==> src/rtl/uart_tx_fifo.sv <==
// uart_tx_fifo -- 8N1 UART transmitter fed by a first-word-fall-through FIFO.
//
// Bytes written by the host are queued in the FIFO. A x16 baud-enable
// generator paces a start/data/stop state machine that drains the queue onto
// an idle-high serial line, LSB first. When a stop bit ends and another byte is
// already waiting, the next start bit follows with no idle gap.
//
// Ports:
//   clk_tx             in   system clock
//   rst_clk_tx         in   synchronous active-high reset
//   tx_data[7:0]       in   byte to enqueue
//   write_en           in   push tx_data this cycle (dropped while full)
//   txd_tx             out  registered serial line, idle high
//   tx_fifo_full       out  FIFO holds FIFO_DEPTH entries
//   tx_fifo_empty      out  FIFO holds no entries
//   lost_data          out  sticky: a write was attempted while full
//   tx_busy            out  a frame is on the line
//   tx_frame_indicator out  state: 0 idle, 1 start, 2 data, 3 stop
//   tx_bit_indicator   out  one-cycle pulse on the last tick of every bit

module uart_tx_fifo #(
  parameter int BAUD_RATE  = 115_200,
  parameter int CLOCK_RATE = 50_000_000,
  parameter int FIFO_DEPTH = 16
) (
  input  logic       clk_tx,
  input  logic       rst_clk_tx,
  input  logic [7:0] tx_data,
  input  logic       write_en,
  output logic       txd_tx,
  output logic       tx_fifo_full,
  output logic       tx_fifo_empty,
  output logic       lost_data,
  output logic       tx_busy,
  output logic [1:0] tx_frame_indicator,
  output logic       tx_bit_indicator
);

  // Rounded divide: adding half the denominator before truncating.
  localparam int DIV_RAW = (CLOCK_RATE + 8 * BAUD_RATE) / (16 * BAUD_RATE);
  localparam int DIVISOR = (DIV_RAW < 1) ? 1 : DIV_RAW;
  localparam int BAUD_W  = (DIVISOR > 1) ? $clog2(DIVISOR) : 1;
  localparam int AW      = $clog2(FIFO_DEPTH);

  localparam logic [BAUD_W-1:0] BAUD_LAST  = BAUD_W'(DIVISOR - 1);
  localparam logic [AW:0]       COUNT_FULL = (AW + 1)'(FIFO_DEPTH);

  typedef enum logic [1:0] {
    ST_IDLE  = 2'd0,
    ST_START = 2'd1,
    ST_DATA  = 2'd2,
    ST_STOP  = 2'd3
  } state_e;

  // ---------------------------------------------------------------------------
  // Baud generator: one-cycle enable every DIVISOR clocks (every clock when 1).
  // ---------------------------------------------------------------------------
  logic [BAUD_W-1:0] baud_cnt_q, baud_cnt_d;
  logic              baud_en;

  assign baud_en    = (baud_cnt_q == BAUD_LAST);
  assign baud_cnt_d = baud_en ? '0 : baud_cnt_q + BAUD_W'(1);

  // ---------------------------------------------------------------------------
  // FIFO storage and bookkeeping
  // ---------------------------------------------------------------------------
  logic [7:0]  mem_q [FIFO_DEPTH];
  logic [AW-1:0] wr_ptr_q, wr_ptr_d;
  logic [AW-1:0] rd_ptr_q, rd_ptr_d;
  logic [AW:0]   count_q, count_d;
  logic          full_q, empty_q;
  logic          lost_q, lost_d;
  logic          push, pop;
  logic [7:0]    head;

  // Full is taken from the registered flag, so a write while full is dropped
  // even when the FSM pops in the same cycle.
  assign push = write_en && !full_q;
  assign head = mem_q[rd_ptr_q];

  // NOTE: storage has no reset; the pointers and count define which entries
  // are valid, so clearing the array would only add reset fan-out.
  always_ff @(posedge clk_tx) begin
    if (push && !rst_clk_tx) begin
      mem_q[wr_ptr_q] <= tx_data;
    end
  end

  // NOTE: every signal written here gets a default first, so no path through
  // the block leaves a value unassigned and no latch is inferred.
  always_comb begin
    wr_ptr_d = wr_ptr_q;
    rd_ptr_d = rd_ptr_q;
    count_d  = count_q;
    if (push) wr_ptr_d = wr_ptr_q + AW'(1);
    if (pop)  rd_ptr_d = rd_ptr_q + AW'(1);
    case ({push, pop})
      2'b10:   count_d = count_q + (AW + 1)'(1);
      2'b01:   count_d = count_q - (AW + 1)'(1);
      default: count_d = count_q;
    endcase
    lost_d = lost_q | (write_en & full_q);
  end

  // ---------------------------------------------------------------------------
  // Frame state machine
  // ---------------------------------------------------------------------------
  state_e     state_q, state_d;
  logic [3:0] os_cnt_q, os_cnt_d;
  logic [2:0] bit_cnt_q, bit_cnt_d;
  logic [7:0] shift_q, shift_d;
  logic       txd_q, txd_d;
  logic       bit_ind_q, bit_ind_d;
  logic       bit_end;

  assign bit_end = baud_en && (os_cnt_q == 4'd15);

  always_comb begin
    state_d   = state_q;
    os_cnt_d  = os_cnt_q;
    bit_cnt_d = bit_cnt_q;
    shift_d   = shift_q;
    pop       = 1'b0;

    case (state_q)
      ST_IDLE: begin
        if (baud_en && !empty_q) begin
          pop      = 1'b1;
          shift_d  = head;
          os_cnt_d = 4'd0;
          state_d  = ST_START;
        end
      end
      ST_START: begin
        if (baud_en) os_cnt_d = os_cnt_q + 4'd1;
        if (bit_end) begin
          bit_cnt_d = 3'd0;
          state_d   = ST_DATA;
        end
      end
      ST_DATA: begin
        if (baud_en) os_cnt_d = os_cnt_q + 4'd1;
        if (bit_end) begin
          shift_d = {1'b0, shift_q[7:1]};
          if (bit_cnt_q == 3'd7) begin
            state_d = ST_STOP;
          end else begin
            bit_cnt_d = bit_cnt_q + 3'd1;
          end
        end
      end
      ST_STOP: begin
        if (baud_en) os_cnt_d = os_cnt_q + 4'd1;
        if (bit_end) begin
          // Chain straight into the next frame when a byte is waiting.
          if (!empty_q) begin
            pop     = 1'b1;
            shift_d = head;
            state_d = ST_START;
          end else begin
            state_d = ST_IDLE;
          end
        end
      end
      default: state_d = ST_IDLE;
    endcase

    // The line is driven from the next state so it changes on the same edge
    // as the state register.
    case (state_d)
      ST_START: txd_d = 1'b0;
      ST_DATA:  txd_d = shift_d[0];
      default:  txd_d = 1'b1;
    endcase

    // Registered pulse aligned to the last tick of a bit: predict that the
    // coming cycle carries the sixteenth baud enable of the bit.
    bit_ind_d = (state_d != ST_IDLE) && (os_cnt_d == 4'd15) &&
                (baud_cnt_d == BAUD_LAST);
  end

  // NOTE: sequential state uses non-blocking assignments so every register
  // samples the pre-edge values regardless of statement order.
  always_ff @(posedge clk_tx) begin
    if (rst_clk_tx) begin
      baud_cnt_q <= '0;
      wr_ptr_q   <= '0;
      rd_ptr_q   <= '0;
      count_q    <= '0;
      full_q     <= 1'b0;
      empty_q    <= 1'b1;
      lost_q     <= 1'b0;
      state_q    <= ST_IDLE;
      os_cnt_q   <= 4'd0;
      bit_cnt_q  <= 3'd0;
      shift_q    <= 8'd0;
      txd_q      <= 1'b1;
      bit_ind_q  <= 1'b0;
    end else begin
      baud_cnt_q <= baud_cnt_d;
      wr_ptr_q   <= wr_ptr_d;
      rd_ptr_q   <= rd_ptr_d;
      count_q    <= count_d;
      full_q     <= (count_d == COUNT_FULL);
      empty_q    <= (count_d == '0);
      lost_q     <= lost_d;
      state_q    <= state_d;
      os_cnt_q   <= os_cnt_d;
      bit_cnt_q  <= bit_cnt_d;
      shift_q    <= shift_d;
      txd_q      <= txd_d;
      bit_ind_q  <= bit_ind_d;
    end
  end

  assign txd_tx             = txd_q;
  assign tx_fifo_full       = full_q;
  assign tx_fifo_empty      = empty_q;
  assign lost_data          = lost_q;
  assign tx_busy            = (state_q != ST_IDLE);
  assign tx_frame_indicator = state_q;
  assign tx_bit_indicator   = bit_ind_q;

endmodule

==> config.mk <==
export PLATFORM = sky130hd
export DESIGN_NAME = uart_tx_fifo
export DESIGN_NICKNAME = d
export VERILOG_FILES = /design/src/rtl/uart_tx_fifo.sv
export SDC_FILE = /design/constraint.sdc
export NUM_CORES = 1
export LEC_CHECK = 0
export ABC_AREA = 1
export CORE_MARGIN = 1.5
export CORE_UTILIZATION = 57
export DETAILED_ROUTE_END_ITERATION = 10
export DONT_BUFFER_PORTS = 1
export MAX_ROUTING_LAYER = met4
export PLACE_DENSITY = 0.75
export SLEW_MARGIN = 10
export SYNTH_ARGS = -nofsm -noshare
export SYNTH_HDL_FRONTEND = slang
export SYNTH_SLANG_ARGS = --single-unit
==> constraint.sdc <==
create_clock -name clk_tx -period 2.6 [get_ports clk_tx]
set_input_delay 0.52 -clock clk_tx [delete_from_list [all_inputs] [get_ports clk_tx]]
set_output_delay 0.52 -clock clk_tx [all_outputs]
set_load 0.02 [all_outputs]
==> results of run 1 <==
## critical path: cells and delay by family (launching register included)
| family | cells | cell delay, ps |
|---|---|---|
| compound gates | 2 | 170 |
| flops | 1 | 320 |
| simple gates | 12 | 1270 |
| fa+ha+maj | 3 | 510 |
| xor+xnor | 1 | 180 |
| buf+inv | 2 | 140 |
## sequential cells by signal (all words and copies together) (netlist names), named ones only
signal,flops
tx_bit_indicator,1
wr_ptr_q,4
mem_q,128
bit_cnt_q,3
lost_data,1
baud_cnt_q,5
shift_q,8
os_cnt_q,4
rd_ptr_q,4
txd_tx,1
tx_frame_indicator,2
tx_fifo_empty,1
tx_fifo_full,1
count_q,5
## per-layer routing
metal | up-vias | wire, microns | global-route usage (%)
met5 | - | 0 | -
met4 | 0 | 367 | 9.98
met3 | 33 | 1000 | 6.49
met2 | 172 | 8350 | 41.3
met1 | 2553 | 6700 | 30.2
li1 | 2584 | - | -
## Yosys cell counts
cell | number | area, sq um
nand3_4 | 1 | 17.5
nand3b_1 | 2 | 15.0
a21oi_4 | 1 | 16.3
o21ai_2 | 1 | 8.76
nand2_1 | 116 | 435
or2_2 | 2 | 12.5
o21ai_1 | 11 | 55.1
nor3_1 | 5 | 25.0
xnor2_1 | 2 | 17.5
nand2_2 | 3 | 18.8
a31o_2 | 1 | 8.76
nand3_1 | 51 | 255
xor2_1 | 3 | 26.3
a21oi_1 | 29 | 145
nor2_8 | 2 | 40.0
nand2_8 | 1 | 20.0
nor2_2 | 1 | 6.26
inv_1 | 60 | 225
edfxtp_1 | 128 | 3840
clkbuf_1 | 16 | 60.1
o22ai_1 | 1 | 6.26
nand4_1 | 4 | 25.0
nand2_4 | 2 | 22.5
ha_1 | 19 | 238
nor2_1 | 112 | 420
o221ai_1 | 1 | 8.76
clkinv_2 | 1 | 5.00
mux2i_1 | 1 | 10.0
inv_2 | 3 | 11.3
o21ai_0 | 89 | 445
nor2_4 | 1 | 11.3
buf_2 | 7 | 35.0
buf_1 | 3 | 11.3
o211ai_1 | 12 | 90.1
buf_4 | 2 | 15.0
dfxtp_1 | 44 | 881
## report_power, final
part | internal [W] | switching [W]
logic | 0.0000809 | 0.000143
registers | 0.00298 | 0.0000251
clock network | 0.00141 | 0.00105
total | 0.00447 | 0.00121
## how the worst min path moves through the flow
stage | start | to | cells after the start
final | rst_clk_tx | tx_frame_indicator[1]$_SDFF_PP0_ | 1
after global routing | rst_clk_tx | os_cnt_q[1]$_SDFF_PP0_ | 1
after CTS | rst_clk_tx | tx_frame_indicator[1]$_SDFF_PP0_ | 1
after detailed placement | shift_q[7]$_SDFFE_PP0P_ | shift_q[7]$_SDFFE_PP0P_ | 2
after global placement | bit_cnt_q[1]$_SDFFE_PP0P_ | bit_cnt_q[1]$_SDFFE_PP0P_ | 2
after floorplan | baud_cnt_q[0]$_SDFF_PP0_ | baud_cnt_q[0]$_SDFF_PP0_ | 1
## area by class of cell
cell class,count,area (sq um)
well taps,172,215
inverters,64,241
clock inverters,15,145
repair buffers,42,353
fillers,947,4140
multi-input cells,474,2470
flip-flops and latches,172,4740
clock buffers,17,425
## what timing repair did
item,4_1_cts,5_1_grt
setup buffers,6,4
pin swaps,2,9
resized for setup,4,8
setup endpoints to repair,3,4
gates cloned,0,0
## cell families after synthesis
logic type,count (synthesis),share of synthesized area [%]
and+or+nand+nor,303,17.7
AOI/OAI and AO/OA,146,10.5
DFF,172,63.1
buffers and inverters,92,4.85
muxes,1,0.134
adders and majority gates,19,3.17
xor gates and xnor gates,5,0.585
## stage by stage
step / total power [W] / util [%] / area, sq um / setup TNS (ps) / setup slack [ps]
after global routing: 0.00584 / 67.5 / 8580 / -401 / -152
final: 0.00569 / 67.5 / 8580 / -54.1 / -37.1
after detailed placement: 0.00326 / 62.1 / 7900 / -231 / -98.3
after CTS: 0.00570 / 67.0 / 8530 / 0 / 7.12
after floorplan: 0.00321 / - / 7530 / 0 / 13.1
after global placement: 0.00325 / 62.1 / 7900 / 0 / 49.5
==> reports/qor.txt, run 1 <==
Average wire per cell in the routed design: 17.2 microns
Remaining number of nets flagged by the antenna check after routing: 0
Status: finished, violations left
Number of iterations in the first detailed-routing pass: 5
Startpoint kind of the worst setup timing path: register
Detail Placement HPWL: 10100 microns
CP Cell Sequence: inv_2 > ha_4 > nand2_4 > nor2_8 > nand4_1 > o21ai_2 > nand2_2 > inv_2 > ha_4 > xor2_2 > ha_2 > a21oi_2 > or2_4 > nor2_1 > nand2_1 > nand3_1 > nand2_1 > nand2_1 > nand2_1 > nor2_1
Clock insertion delay at the later pin of the skew report: 430 ps
CP Class: register to register
Number of H-tree branching levels: 4
Antenna cell count: 0
Row cnt: 41
Tightest Hold Check Type: input pin to register
Final count of negative-setup-slack endpoints: 3
Endpoint type of the worst setup path: register
Clock-pin slew on the worst setup and hold paths: 60 ps
Share of the cycle needed by the critical path after routing: 101%
Reg-to-reg critical path startpoint: baud_cnt_q[0]$_SDFF_PP0_
Area growth syn-to-layout: 14.6%
Worst-case reg-to-reg path depth: 20
RSZ-0062 raised after global routing: yes
Synthesized cell area: 0.00749 sq mm
Minimum setup slack in the final design: -37.1 ps
DRC Markers: 0
Iteration-0 DRC count of the detailed router: 455
Residual overflow from global routing: 0
Reported leakage power: 3.18 nW
Worst r2r dst: tx_fifo_full$_SDFF_PP0_
FMAX: 379 MHz
Die Outline Area: 0.0138 sq mm
Worst hold margin: 142 ps
Period minus WS final: 2640 ps
Peak ir drop on the vdd network: 0.000484 V
Routability congestion estimate: 0.876
Worst slew pin tran: 666 ps
CTS buffer count: 17
Count of placed standard cells including taps: 914
Leading cell types in the layout, fill and taps excluded: edfxtp_1, nand2_1, nor2_1
CP Capture Point: tx_fifo_full$_SDFF_PP0_
Sequential fraction of the synthesis area: 63.1%
Count of final hold-check violations: 0
Highest-delay cell along the critical path: dfxtp_2
Starting Density: 58.9%
Top cell by count, worst path: nand2_1
Number of antenna violations at the first check in global routing: 0
Final layout net count: 801
Core ar.: 0.0127 sq mm
Num ports: 19
Maximum count of clock buffers along a single path: 2
Max-slew violation count: 0
CTS root buf: clkbuf_16
Final non-filler cell total: 956
Largest net degree at the start of global routing: 73
Count of hold-fix buffers inserted at cts: 0
DR vias: 5342
Count of cell types in the netlist: 36
Headroom to the max-slew limit: 55.6%
X dimension of the die: 118 microns
Data arrival at the endpoint of the critical path: 3010 ps
Post-Synthesis Cells: 738
Ratio of cells with drive above 1 in the final layout: 14.0%
Synthesis-stage register bit count: 172
Avg Inst Size Synth: 10.1 sq um
Launch point of the worst path: baud_cnt_q[0]$_SDFF_PP0_
Setup slack of the worst register-to-register path: -40 ps
Clock tree from TritonCTS: yes
Count of warnings emitted by yosys: 0
Violations in the final reports: setup timing
Required time at the worst-slack endpoint: 2970 ps
Power per Cell Area: 662 mW/mm^2
Routed via count divided by cell count: 5.59
Global routing usage summed across all routing layers: 25.3%
Die Height: 118 microns
Number of input and output port buffers inserted: 0
Maximum clock skew at final layout: 6.11 ps
Via count of the first global-routing pass: 5104
Total wire length after detailed routing: 16400 microns
Number of nets in the synthesized netlist: 768
Max cap viols: 0
CTS sink cnt: 172
Global-route wire length before repair: 25900 microns
Critical path peak fanout: 4
Biggest cell delay along the critical path: 320 ps
Most frequent standard cell in the layout excluding fill and tap cells: edfxtp_1
(Power assumes the default switching activity.)
==> run 2: changes to the inputs <==
Settings changed: CORE_ASPECT_RATIO set to 0.7.
==> reports/qor.txt, run 2 (synthesized netlist as in run 1, its figures left out) <==
CTS root buf: clkbuf_16
Clock-pin slew on the worst setup and hold paths: 70 ps (about the same)
Routed via count divided by cell count: 5.71 (+2.2%)
Peak ir drop on the vdd network: 0.000547 V (+13%)
Critical path peak fanout: 3 (-1)
Fill count: 889 (-6.1%)
Required time at the worst-slack endpoint: 2960 ps (about the same)
Tightest Hold Check Type: input pin to register
Area growth syn-to-layout: 14.6% (unchanged)
Die Outline Area: 0.0138 sq mm (about the same)
Max-slew violation count: 0 (unchanged)
Worst-case reg-to-reg path depth: 17 (-15%)
Residual overflow from global routing: 0 (unchanged)
Status: finished clean
Combined buffer and inverter count along the critical path: 1 (-1)
Setup slack of the worst register-to-register path: 50 ps (+90 ps)
Power per Cell Area: 659 mW/mm^2 (-0.56%)
Share of the cycle needed by the critical path after routing: 98.1% (-3.4 points)
Die Height: 98.9 microns (-16%)
Count of final hold-check violations: 0 (unchanged)
Iteration-0 DRC count of the detailed router: 534 (+17%)
Biggest cell delay along the critical path: 370 ps (+50 ps)
CTS buffer count: 17 (unchanged)
Routability congestion estimate: 0.912 (+4.1%)
Via count of the first global-routing pass: 5359 (+5.0%)
Number of flip-flops in the largest register: 128 (unchanged)
Top cell by count, worst path: nand2_2
Overall Power: 0.00565 W (-0.56%)
Starting Density: 59.3% (+0.41 points)
Number of H-tree branching levels: 4 (unchanged)
Final count of negative-setup-slack endpoints: 0 (-3)
DR vias: 5393 (+0.95%)
Maximum clock skew at final layout: 9.00 ps (+2.90 ps)
Most flops, register: mem_q
RSZ-0062 raised after global routing: yes
Global-route wire length before repair: 26500 microns (+2.3%)
Final layout net count: 799 (-0.25%)
Maximum count of clock buffers along a single path: 2 (unchanged)
Startpoint kind of the worst setup timing path: register
Detail Placement HPWL: 10800 microns (+7.2%)
Global routing usage summed across all routing layers: 26.1% (+0.79 points)
Endpoint type of the worst setup path: register
Highest-delay cell along the critical path: dfxtp_4
X dimension of the die: 140 microns (+19%)
Largest registers ranked by flip-flop count: mem_q (128), shift_q (8)
Antenna cell count: 0 (unchanged)
Post-place setup slack: -120 ps (-21.5 ps)
Number of iterations in the first detailed-routing pass: 5 (unchanged)
Remaining number of nets flagged by the antenna check after routing: 0 (unchanged)
Clock insertion delay at the later pin of the skew report: 420 ps (about the same)
Number of antenna violations at the first check in global routing: 0 (unchanged)
Clock tree from TritonCTS: yes
Worst slew pin tran: 669 ps (+3.02 ps)
Worst r2r dst: tx_fifo_full$_SDFF_PP0_
Total wire length after detailed routing: 16400 microns (-0.40%)
Max cap viols: 0 (unchanged)
CP Cell Sequence: ha_4 > nand2_4 > nor2_8 > nand4_1 > o21ai_2 > nand2_2 > inv_2 > ha_4 > xor2_4 > ha_2 > a21oi_2 > or2_4 > o21ai_4 > nand4_1 > nand2_2 > nand2_2 > nor2_1
Instance count on the critical path: 17 (-15%)
FMAX: 392 MHz (+3.4%)
Num ports: 19 (unchanged)
Launch point of the worst path: baud_cnt_q[1]$_SDFF_PP0_
DRC Markers: 0 (unchanged)
Reg-to-reg critical path startpoint: baud_cnt_q[1]$_SDFF_PP0_
Largest net degree at the start of global routing: 73 (unchanged)
Reported leakage power: 3.15 nW (-0.83%)
CP Capture Point: tx_fifo_full$_SDFF_PP0_
CTS sink cnt: 172 (unchanged)
Minimum setup slack in the final design: 50.6 ps (+87.7 ps)
Headroom to the max-slew limit: 55.4% (-0.20 points)
Average wire per cell in the routed design: 17.3 microns (+0.86%)
CP Class: register to register
Row cnt: 34 (-17%)
Leading cell types in the layout, fill and taps excluded: edfxtp_1, nor2_1, nand2_1
Most frequent standard cell in the layout excluding fill and tap cells: edfxtp_1
Count of hold-fix buffers inserted at cts: 0 (unchanged)
Worst path top cell family by delay: simple AND/OR/NAND/NOR gates
Core ar.: 0.0126 sq mm (-0.69%)
Number of input and output port buffers inserted: 0 (unchanged)
Period minus WS final: 2550 ps (-87.7 ps)
Ratio of cells with drive above 1 in the final layout: 14.7% (+0.68 points)
Data arrival at the endpoint of the critical path: 2910 ps (-100 ps)
run 2: per-layer routing:
layer	global-route usage, %	share of wire [%]	vias up
met1	35.4	45	2556
met3	6.95	8.3	35
met2	38.8	45	216
met5	-	0	-
li1	-	-	2586
met4	7.77	1.8	0
run 2: what timing repair did:
action | in CTS | in global routing
pin swaps | 7 | 14
setup buffers | 4 | 1
gates resized for setup | 5 | 16
hold endpoints to repair | 0 | 0
endpoints found under the setup margin | 3 | 3
run 2: final cells by class:
cell class | count | area [sq um] | area share (%)
Timing Repair Buffer | 40 | 313 | 3.64
Clock inverter | 15 | 150 | 1.75
Tap cell | 162 | 203 | 2.36
Multi-Input combinational cell | 474 | 2510 | 29.3
Sequential cell | 172 | 4740 | 55.2
Clock buffer | 17 | 425 | 4.96
Inverter | 64 | 241 | 2.81
run 2: worst register-to-register path, stage by stage (launching register included):
cell and delay (ps):
dfxtp_4 370, ha_4 140, nand2_4 60, nor2_8 110, nand4_1 130, o21ai_2 100, nand2_2 100, inv_2 80
ha_4 170, xor2_4 160, ha_2 200, a21oi_2 40, or2_4 280, o21ai_4 160, nand4_1 140, nand2_2 100
nand2_2 50, nor2_1 100
run 2: power by group:
| group | total [W] | leakage, nW | internal, W | switching (W) |
|---|---|---|---|---|
| Clock | 0.00243 | 0.273 | 0.00128 | 0.00115 |
| Combinational | 0.000219 | 1.36 | 0.0000782 | 0.000141 |
| Sequential | 0.00300 | 1.51 | 0.00298 | 0.0000251 |
run 2: worst min-delay path by stage:
stage	start	endpoint	cells past startpoint
2_1_floorplan	baud_cnt_q[0]$_SDFF_PP0_	baud_cnt_q[0]$_SDFF_PP0_	1
3_3_place_gp	bit_cnt_q[2]$_SDFFE_PP0P_	bit_cnt_q[2]$_SDFFE_PP0P_	2
3_5_place_dp	shift_q[7]$_SDFFE_PP0P_	shift_q[7]$_SDFFE_PP0P_	2
4_1_cts	rst_clk_tx	tx_frame_indicator[1]$_SDFF_PP0_	1
5_1_grt	rst_clk_tx	tx_frame_indicator[1]$_SDFF_PP0_	1
6_report	rst_clk_tx	tx_frame_indicator[1]$_SDFF_PP0_	1
run 2: through the flow:
step	hold WS (ps)	TNS, ps	std cells	cell area, sq um	utilization (%)
after floorplan	428	0	738	7530	-
after global placement	448	0	907	7890	62.4
after detailed placement	456	-319	907	7890	62.4
after CTS	138	0	943	8510	67.4
after global routing	134	-290	944	8580	67.9
final	156	0	944	8580	67.9
==> run 3: changes to the inputs <==
Settings changed: REMOVE_ABC_BUFFERS set to 1.
==> reports/qor.txt, run 3 (synthesized netlist as in run 1, its figures left out) <==
Antenna cell count: 0 (unchanged)
FF+latch area: 0.00473 sq mm (about the same)
Largest registers ranked by flip-flop count: mem_q (128), shift_q (8)
Detail Placement HPWL: 10800 microns (about the same)
Routability congestion estimate: 0.956 (+4.9%)
Routed via count divided by cell count: 5.77 (+1.0%)
Number of flip-flops in the largest register: 128 (unchanged)
Data arrival at the endpoint of the critical path: 2920 ps (about the same)
Area growth syn-to-layout: 14.2%
Internal power of the cells: 0.00441 W (+1.8%)
Endpoint type of the worst setup path: register
CP Class: register to register
Count of final hold-check violations: 0 (unchanged)
Final non-filler cell total: 946 (+0.21%)
Relative contribution of the clock network to total power: 43.5% (+0.5 points)
Iteration-0 DRC count of the detailed router: 523 (-2.1%)
Fill count: 896 (+0.79%)
Combinational fraction of design power: 3.9% (about the same)
Total area of multi-input combinational cells: 0.00247 sq mm (-1.7%)
Max-slew violation count: 0 (unchanged)
Ratio of cells with drive above 1 in the final layout: 14.3% (-0.42 points)
Period minus WS final: 2560 ps (+14.0 ps)
Worst hold margin: 150 ps (-5.97 ps)
Number of iterations in the first detailed-routing pass: 6 (+1)
Number of antenna violations at the first check in global routing: 0 (unchanged)
CTS root buf: clkbuf_16
RSZ-0062 raised after global routing: yes
Sw Share: 22.7% (-0.70 points)
Maximum count of clock buffers along a single path: 2 (unchanged)
Final core utilization: 67.7% (-0.25 points)
Count of hold-fix buffers inserted at cts: 0 (unchanged)
Part of the total power dissipated in sequential elements: 52.6% (-0.5 points)
FMAX: 390 MHz (-0.55%)
Post-CTS repair timing setup buffer count: 0 (-4)
CTS buffer count: 17 (unchanged)
Final count of negative-setup-slack endpoints: 0 (unchanged)
Global routing usage summed across all routing layers: 27.0% (+0.97 points)
Clock insertion delay at the later pin of the skew report: 430 ps (about the same)
Residual overflow from global routing: 0 (unchanged)
Largest net degree at the start of global routing: 59 (-19%)
Startpoint kind of the worst setup timing path: register
Average wire per cell in the routed design: 17.9 microns (+3.5%)
DRC Markers: 0 (unchanged)
Number of H-tree branching levels: 4 (unchanged)
Reported leakage power: 3.17 nW (+0.51%)
Peak ir drop on the vdd network: 0.000478 V (-13%)
NetSw: 0.00129 W (-2.1%)
Die Outline Area: 0.0138 sq mm (unchanged)
Die Height: 98.9 microns (unchanged)
Via count of the first global-routing pass: 5379 (+0.37%)
Required time at the worst-slack endpoint: 2960 ps (about the same)
X dimension of the die: 140 microns (unchanged)
Count of placed standard cells including taps: 914 (+0.77%)
Core ar.: 0.0126 sq mm (unchanged)
Tightest Hold Check Type: input pin to register
Maximum clock skew at final layout: 15.3 ps (+6.28 ps)
Final layout net count: 801 (+0.25%)
Worst slew pin tran: 588 ps (-81.1 ps)
Row cnt: 34 (unchanged)
Most flops, register: mem_q
Headroom to the max-slew limit: 60.7% (+5.4 points)
Leading cell types in the layout, fill and taps excluded: edfxtp_1, nand2_1, nor2_1
Most frequent standard cell in the layout excluding fill and tap cells: edfxtp_1
Global-route wire length before repair: 27400 microns (+3.7%)
Starting Density: 59.3% (unchanged)
Clock tree from TritonCTS: yes
Max cap viols: 0 (unchanged)
Critical path peak fanout: 4 (+1)
Remaining number of nets flagged by the antenna check after routing: 0 (unchanged)
Total wire length after detailed routing: 17000 microns (+3.7%)
Num ports: 19 (unchanged)
DR vias: 5460 (+1.2%)
Power per Cell Area: 667 mW/mm^2 (+1.3%)
Share of the cycle needed by the critical path after routing: 98.6% (+0.54 points)
CTS sink cnt: 172 (unchanged)
Status: finished clean
Clock-pin slew on the worst setup and hold paths: 70 ps (about the same)
Number of input and output port buffers inserted: 0 (unchanged)
-- run 3: per-stage QoR --
| step | TNS, ps | area, sq um | worst slack, ps | total power [W] |
|---|---|---|---|---|
| floorplan | -1180 | 7370 | -182 | 0.00320 |
| global placement | -20.9 | 7900 | -14.3 | 0.00326 |
| detailed placement | -344 | 7900 | -120 | 0.00327 |
| CTS | 0 | 8500 | 38.1 | 0.00572 |
| global route | -375 | 8550 | -159 | 0.00586 |
| finish | 0 | 8550 | 36.6 | 0.00571 |
-- run 3: area by class of cell --
type / count / area share (%)
clock buffers: 17 / 4.98
clock inverters: 15 / 1.77
inverters: 64 / 2.82
multi-input cells: 474 / 28.9
flip-flops and latches: 172 / 55.4
well taps: 162 / 2.37
repair buffers: 42 / 3.83
-- run 3: power by group through the flow --
stage | Combinational (W) | Sequential [W] | Clock, W
3_3_place_gp | 0.000205 | 0.00306 | 0
3_5_place_dp | 0.000212 | 0.00306 | 0
4_1_cts | 0.000216 | 0.00300 | 0.00251
2_1_floorplan | 0.000140 | 0.00306 | 0
6_report | 0.000223 | 0.00300 | 0.00248
5_1_grt | 0.000249 | 0.00300 | 0.00261
-- run 3: final timing paths --
| check | from | end | cells past startpoint | slack, ps |
|---|---|---|---|---|
| setup / recovery | baud_cnt_q[3]$_SDFF_PP0_ | tx_fifo_full$_SDFF_PP0_ | 18 | 40 |
| hold reg to reg | bit_cnt_q[1]$_SDFFE_PP0P_ | bit_cnt_q[1]$_SDFFE_PP0P_ | 2 | 460 |
| setup reg to reg | baud_cnt_q[3]$_SDFF_PP0_ | tx_fifo_full$_SDFF_PP0_ | 18 | 40 |
| hold / removal | rst_clk_tx | os_cnt_q[0]$_SDFF_PP0_ | 1 | 150 |
-- run 3: worst max-delay path, stage by stage, from the launching register on --
cell and delay (ps):
dfxtp_1 400, nand2_2 120, nor2_8 150, nand4_1 140, o21ai_2 110, nand2_2 100
inv_2 90, ha_4 150, xor2_2 160, ha_2 200, a21oi_2 40, or2_4 250
nor2_2 100, nand2_1 80, nand3_1 80, nand2_1 60, nand2_1 80, nand2_1 70
nor2_1 100
-- run 3: metal layers --
layer,global-route usage (%),vias to the layer above,wire length (microns)
met4,9.96,0,293
met1,34.9,2583,7330
met5,-,-,0
li1,-,2587,-
met2,41.7,262,7810
met3,7.00,28,1530
-- run 3: what timing repair did --
item                                   in CTS  in global routing
setup endpoints to repair                   3                  3
gates resized for setup                     7                 16
endpoints found under the hold margin       0                  0
pin swaps                                   2                 12
